[src/rtl/if_stage.sv]
// Instruction fetch: PC, one outstanding imem request, one-entry buffer to decode.
// Latency: request addr combinational from pc; inst_valid rises the edge after rsp_valid.
// Backpressure: HOLD keeps inst/inst_addr stable and issues no fetch until id_ready.
//
// Ports:
//   clk, rst                 core clock, async active-low reset
//   inst_req_valid/addr/ready    imem request channel (4-byte aligned addr)
//   inst_rsp_valid/data          imem response, one-cycle pulse
//   inst_valid/inst/inst_addr    registered instruction to decode, id_ready consumes
//   redirect_valid/redirect_pc   branch/jump redirect from execute
//   halted                       termination instruction consumed, fetch stopped
module if_stage #(
  parameter logic [63:0] RESET_PC = 64'h0000_0000_8000_0000,
  parameter logic [31:0] NOP_INST = 32'h0000_0013
) (
  input  logic        clk,
  input  logic        rst,
  output logic        inst_req_valid,
  output logic [63:0] inst_req_addr,
  input  logic        inst_req_ready,
  input  logic        inst_rsp_valid,
  input  logic [31:0] inst_rsp_data,
  output logic        inst_valid,
  output logic [31:0] inst,
  output logic [63:0] inst_addr,
  input  logic        id_ready,
  input  logic        redirect_valid,
  input  logic [63:0] redirect_pc,
  output logic        halted
);

  localparam logic [6:0] HALT_OPCODE = 7'h6b;

  typedef enum logic [1:0] {REQ, WAIT, HOLD, HALT} state_t;

  state_t      state, state_n;
  logic [63:0] pc, pc_n;
  logic        kill, kill_n;
  logic        inst_valid_n;
  logic [31:0] inst_n;
  logic [63:0] inst_addr_n;
  logic        halted_n;

  logic        req_fire;
  logic [63:0] redirect_target;

  assign inst_req_valid  = (state == REQ) & rst;
  assign inst_req_addr   = pc;
  assign req_fire        = inst_req_valid & inst_req_ready;
  assign redirect_target = redirect_pc & ~64'h3;

  always_comb begin
    state_n      = state;
    pc_n         = pc;
    kill_n       = kill;
    inst_valid_n = inst_valid;
    inst_n       = inst;
    inst_addr_n  = inst_addr;
    halted_n     = halted;

    case (state)
      REQ: begin
        if (redirect_valid) begin
          pc_n = redirect_target;
          // The request already sent went to the old pc; mark it wrong-path.
          if (req_fire) begin
            state_n = WAIT;
            kill_n  = 1'b1;
          end
        end else if (req_fire) begin
          state_n = WAIT;
        end
      end

      WAIT: begin
        if (redirect_valid) begin
          pc_n = redirect_target;
          if (inst_rsp_valid) begin
            kill_n  = 1'b0;
            state_n = REQ;
          end else begin
            kill_n = 1'b1;
          end
        end else if (inst_rsp_valid) begin
          if (kill) begin
            kill_n  = 1'b0;
            state_n = REQ;
          end else begin
            inst_n       = inst_rsp_data;
            inst_addr_n  = pc;
            inst_valid_n = 1'b1;
            state_n      = HOLD;
          end
        end
      end

      HOLD: begin
        if (redirect_valid) begin
          // Buffered instruction is wrong-path even if decode takes it now.
          pc_n         = redirect_target;
          inst_valid_n = 1'b0;
          inst_n       = NOP_INST;
          state_n      = REQ;
        end else if (id_ready) begin
          inst_valid_n = 1'b0;
          inst_n       = NOP_INST;
          if (inst[6:0] == HALT_OPCODE) begin
            state_n  = HALT;
            halted_n = 1'b1;
          end else begin
            pc_n    = pc + 64'd4;
            state_n = REQ;
          end
        end
      end

      HALT: begin
        state_n = HALT;
      end

      default: begin
        state_n = REQ;
      end
    endcase
  end

  always_ff @(posedge clk or negedge rst) begin
    if (!rst) begin
      state      <= REQ;
      pc         <= RESET_PC;
      kill       <= 1'b0;
      inst_valid <= 1'b0;
      inst       <= NOP_INST;
      inst_addr  <= 64'd0;
      halted     <= 1'b0;
    end else begin
      state      <= state_n;
      pc         <= pc_n;
      kill       <= kill_n;
      inst_valid <= inst_valid_n;
      inst       <= inst_n;
      inst_addr  <= inst_addr_n;
      halted     <= halted_n;
    end
  end

endmodule
[config.mk]
export PLATFORM = sky130hd
export DESIGN_NAME = if_stage
export DESIGN_NICKNAME = d
export VERILOG_FILES = /design/src/rtl/if_stage.sv
export SDC_FILE = /design/constraint.sdc
export NUM_CORES = 1
export LEC_CHECK = 0
export CORE_ASPECT_RATIO = 0.7
export CORE_MARGIN = 5
export CORE_UTILIZATION = 35
export CTS_BUF_LIST = sky130_fd_sc_hd__clkbuf_8
export DETAILED_ROUTE_END_ITERATION = 8
export MAX_ROUTING_LAYER = met4
export PLACE_DENSITY_LB_ADDON = 0.2
export SYNTH_ARGS = -nofsm -noshare
export SYNTH_HDL_FRONTEND = slang
export SYNTH_SLANG_ARGS = --single-unit
[constraint.sdc]
create_clock -name clk -period 2.5 [get_ports clk]
set_input_delay 0.625 -clock clk [delete_from_list [all_inputs] [get_ports clk]]
set_output_delay 0.625 -clock clk [all_outputs]
set_load 0.01 [all_outputs]
Word-level counts from Yosys, hierarchy flattened
Index checks and enable logic that the tools add are counted.
{"block": "word_totals", "reg_bits": 165, "in_bits": 102, "output_inout_bits": 163, "elab_cells": 68}
{"block": "classes", "addsub": 1, "eq_ne": 13, "mux": 32, "n_bitwise": 4, "n_reduce_logical": 11}
{"operator": "$mux 64", "n": 4}
{"operator": "$mux 32", "n": 5}
{"operator": "$pmux 64 s2", "n": 1}
{"operator": "$add 64x3->64 const B", "n": 1}
{"operator": "$pmux 32 s2", "n": 1}
{"operator": "$mux 2", "n": 8}
{"operator": "$reduce_and 4->1", "n": 4}
{"operator": "$mux 1", "n": 10}
{"operator": "$ne 2x2->1 const B", "n": 5}
{"operator": "$ne 3x3->1 const B", "n": 3}
{"operator": "$pmux 2 s4", "n": 1}
{"operator": "$eq 7x7->1 const B", "n": 1}
{"operator": "$reduce_bool 2->1", "n": 3}
{"operator": "$reduce_and 5->1", "n": 1}
{"operator": "$eq 2x2->1 const B", "n": 2}
{"operator": "$pmux 1 s2", "n": 2}
{"operator": "$reduce_and 3->1", "n": 1}
{"operator": "$and 1x1->1", "n": 2}
{"operator": "$eq 2x1->1 const B", "n": 1}
{"operator": "$logic_not 2->1", "n": 1}
{"operator": "$ne 2x1->1 const B", "n": 1}
{"operator": "$not 1->1", "n": 2}
{"operator": "$reduce_or 2->1", "n": 1}

Longest topological paths before layout
{"block": "logic_depth", "depth_word": 6, "depth_mapped": 9, "mapped_depth_nobuf": 6}

Worst setup path after synthesis
OpenSTA, ideal clock, no wires.
{"block": "synth_timing", "kind": "reg-to-reg", "start": "register pc[2], in the netlist inst_req_addr[2]", "end": "register pc[56], in the netlist inst_req_addr[56]", "setup_time_ns": 0.070, "arrival_time_ns": 2.052, "t_required_ns": 2.430, "slack_ns": 0.378, "stages_incl_launch_ff": 8, "path_buffers": 1, "synth_period_minus_slack_ns": 2.122, "path_cell_list": "dfrtp_1 -> ha_1 -> nand4_2 -> nor4_2 -> buf_4 -> nand4_4 -> or4_1 -> nand3_1"}
{"block": "synth_via", "elab_chain_len": 5}
{"element": "start: declaration", "line_no": "37", "source": "logic [63:0] pc, pc_n;"}
{"element": "start signal: assignment", "line_no": "138", "source": "pc <= pc_n;"}
{"element": "$add 64x3->64", "line_no": "111", "source": "pc_n = pc + 64'd4;"}
{"element": "$mux 64", "line_no": "107", "source": "if (inst[6:0] == HALT_OPCODE) begin"}
{"element": "$mux 64", "line_no": "104", "source": "end else if (id_ready) begin"}
{"element": "$mux 64", "line_no": "98", "source": "if (redirect_valid) begin"}
{"element": "$pmux 64 s2", "line_no": "61", "source": "case (state)"}
No other way between the ends. The select of a mux whose other input is x is not followed.
A chain may end at the register's enable or synchronous reset.

Worst setup path after layout
{"block": "layout_timing", "start": "register pc[19], in the netlist inst_req_addr[19]", "end": "register pc[57], in the netlist inst_req_addr[57]"}
Same word-level chain as after synthesis.

==> summary.md <==
| Metric | Value |
|---|---|
| Antenna violations before repair | 0 |
| Asr flop ratio synth | 100% |
| CP required | 2.85 ns |
| Min-Delay Path Class | in -> async |
| Hold Vio Cnt, Final | 0 |
| Setup Skew | approximately 0.014 ns |
| Final cell count without fillers | 1557 |
| Most frequent cells in the layout | clkdlybuf4s50_1 (257), nand2_1 (237), dfrtp_1 (156) |
| Worst vdd ir | slightly above 0.0007 V |
| # diodes | 0 |
| Most common cell after layout, fill and taps aside | clkdlybuf4s50_1 |
| Port Buffers | 258 |
| Layout net count | ~1300 |
| Setup violations, final | 0 |
| # clock sinks | 161 |
| Root buffer cell | clkbuf_8 |
| Worst Tran Pin Value | 0.927 ns |
| Core area | 23500 sq um |
| Initial DRC count | 741 |
| Via count | 8468 |
| Highest Clock Rate | 420 MHz |
| Reg2reg start | inst_req_addr[19] |
| Worst Setup SP | inst_req_addr[19] |
| Mapped Cells | 930 |
| Primary FF master, synth | dfrtp_1 |
| DRC Markers | 0 |
| MaxCap Viol Count | 0 |
| Setup WS pre-CTS | -0.0685 ns |
| # IOs | between 200 and 300 |
| WL final | just over 30000 microns |
| Critical Path End | inst_req_addr[57] |
| Die area | between 20000 and 30000 sq um |
| Total GRT Usage | 22.9% |
| Area grow syn2layout | 46.8% |
| DP HPWL | 22100 microns |
| Final period utilization | 95.2% |
| Lkg Pwr | 5.19 nW |
| Share of cells above drive strength 1 | 12.4% |
| Crit path DAT | 2.73 ns |
| Final hold slack | 0.320 ns |
| Post-placement cell count | 1527 |
| Final setup margin | about 0.12 ns |
| EDFF count, synth | 0 |
| Netlist cell types | 77 |
| Drt via density | 5.44 |
| Pwr Density | 1140 nW/um^2 |
| DR WL/cell | 19.5 microns |
| Slew margin rel. | 38.2% |
| Gpl congestion | 0.922 |
| Reg clk slew, reported paths | ~0.09 ns |
| Worst setup SP type | register |
| Power consumption | 13.9 mW |
| Cell area after synthesis | 8300 sq um |
| CTS tree | done |
| Max Slew Vio Count | 0 |
| Synth top area cells | dfrtp_1 (47%), nand2_1 (11%), a22o_1 (3.2%) |
| Remaining antenna violation count | 0 |
| Unrepaired setup endpoints after global routing | no |
| TritonCTS Buffers | 17 |
| Synth Warn # | 0 |
| Post-synth top area share | a little under half |
| Die X | 194 microns |
| Setup CP Type | reg -> reg |
| Register bit count reported by yosys | ~160 |
| H-tree Lvls | 4 |
| Crit-path max FO | 5 |
| Leading area contributor after synthesis | dfrtp_1 |
| Clk Latency, worst-skew pair | 0.46 ns |
| R2R setup slack | between 0.1 and 0.15 ns |
| R2R Path End | inst_req_addr[57] |
| Largest net degree at the start of global routing | about 160 |
| Vias in the first global route | 8261 |
| Rows | 47 |
| Detailed-router iteration count before antenna repair | 7 |
| Die Ht | 139 microns |
| Post-layout util | roughly 52% |
| CP Capture Type | register |
| CTS Buffer Depth | 2 |
| Syn_area_per_cell | 8.93 sq um |
| Seq/Total Area, Yosys | between 40 and 50% |
| Global-route wire length before repair | 48000 microns |
| Min Tclk post-route | 2.38 ns |
| Status | finished clean |
| FF-to-FF path depth | 5 |
| Total grt overflow | 0 |
| Starting density of the core | 35.3% |
[routing by layer]
metal | wire length [microns] | vias to the layer above | GRT usage, %
met4 | 348 | 0 | 4.96
met2 | 13400 | 390 | 33.2
met3 | 2590 | 28 | 5.88
met5 | 0 | - | -
met1 | 14000 | 4085 | 32.4
li1 | - | 3965 | -
[power breakdown]
group	switching (mW)	leakage [nW]	internal (mW)
Clock	0.984	0.190	0.950
Sequential	1.04	1.97	3.79
Combinational	3.47	3.03	3.70
Total	5.49	5.19	8.45
[area by class of cell]
| type | instances | area (sq um) |
|---|---|---|
| timing repair buffer | 343 | 3350 |
| clock inverter | 10 | 113 |
| inverter | 7 | 26.3 |
| tap | 318 | 398 |
| clock buffer | 20 | 275 |
| multi-input combinational | 698 | 3990 |
| sequential | 161 | 4040 |
| fill | 2210 | 11300 |
[worst min-delay path by stage]
stage / from / to / cells past startpoint
3_3_place_gp: inst_addr[44] / inst_addr[44] / 2
6_report: rst / inst[3] / 2
4_1_cts: rst / inst[27] / 2
3_5_place_dp: inst_addr[6] / inst_addr[6] / 2
2_1_floorplan: rst / halted / 0
5_1_grt: rst / inst[27] / 2
[flip-flops by register name (all words and copies together), names as in the netlist]
register       count
inst              32
state              2
inst_addr         62
kill               1
inst_valid         1
halted             1
inst_req_addr     62
[timing repair]
| item | CTS | global route |
|---|---|---|
| buffers inserted | 0 | 0 |
| cloned | 0 | 0 |
| gates resized for setup | 1 | 2 |
| setup endpoints to repair | 1 | 4 |
| hold buffers | 0 | 0 |
[cells in the mapped netlist, types with 5 or more instances]
cell type	number
nand2_1	239
dfrtp_1	157
nor2_1	63
clkbuf_1	44
nand3_1	43
a21oi_1	33
nand4_1	31
a22o_1	30
o21ai_0	28
and3_1	19
nor3_1	17
o22a_1	16
buf_2	14
a31oi_1	13
o22ai_1	13
a311oi_1	10
nor4_1	10
a211oi_1	9
or4_1	9
and2_1	8
inv_1	7
and4_1	6
buf_4	6
nand4b_1	5
o211ai_1	5
[through the flow]
step           cell area [sq um]  setup TNS [ns]
2_1_floorplan               8310               0
3_3_place_gp               11800          -0.103
3_5_place_dp               11800          -0.185
4_1_cts                    12200               0
5_1_grt                    12200               0
6_report                   12200               0
[worst max-delay path, cell delays in order (launching register included)]
cell and delay (ns):
dfrtp_1 0.44, nand4_2 0.23, nor4_1 0.57, nand4_1 0.35
or4_1 0.56, o311a_1 0.12
[cells by family (layout without fill, tap and decap cells)]
| kind of cell | after synthesis | count (layout) | share of synthesized area (%) |
|---|---|---|---|
| mux | 4 | 4 | 0.482 |
| compound gates | 203 | 203 | 17.7 |
| simple gates | 486 | 486 | 29.2 |
| other cells | 1 | 4 | 0.0452 |
| flops | 161 | 161 | 48.6 |
| buf+inv | 74 | 380 | 3.92 |
| fa+ha+maj | 1 | 1 | 0.151 |
(Power assumes the default switching activity.)
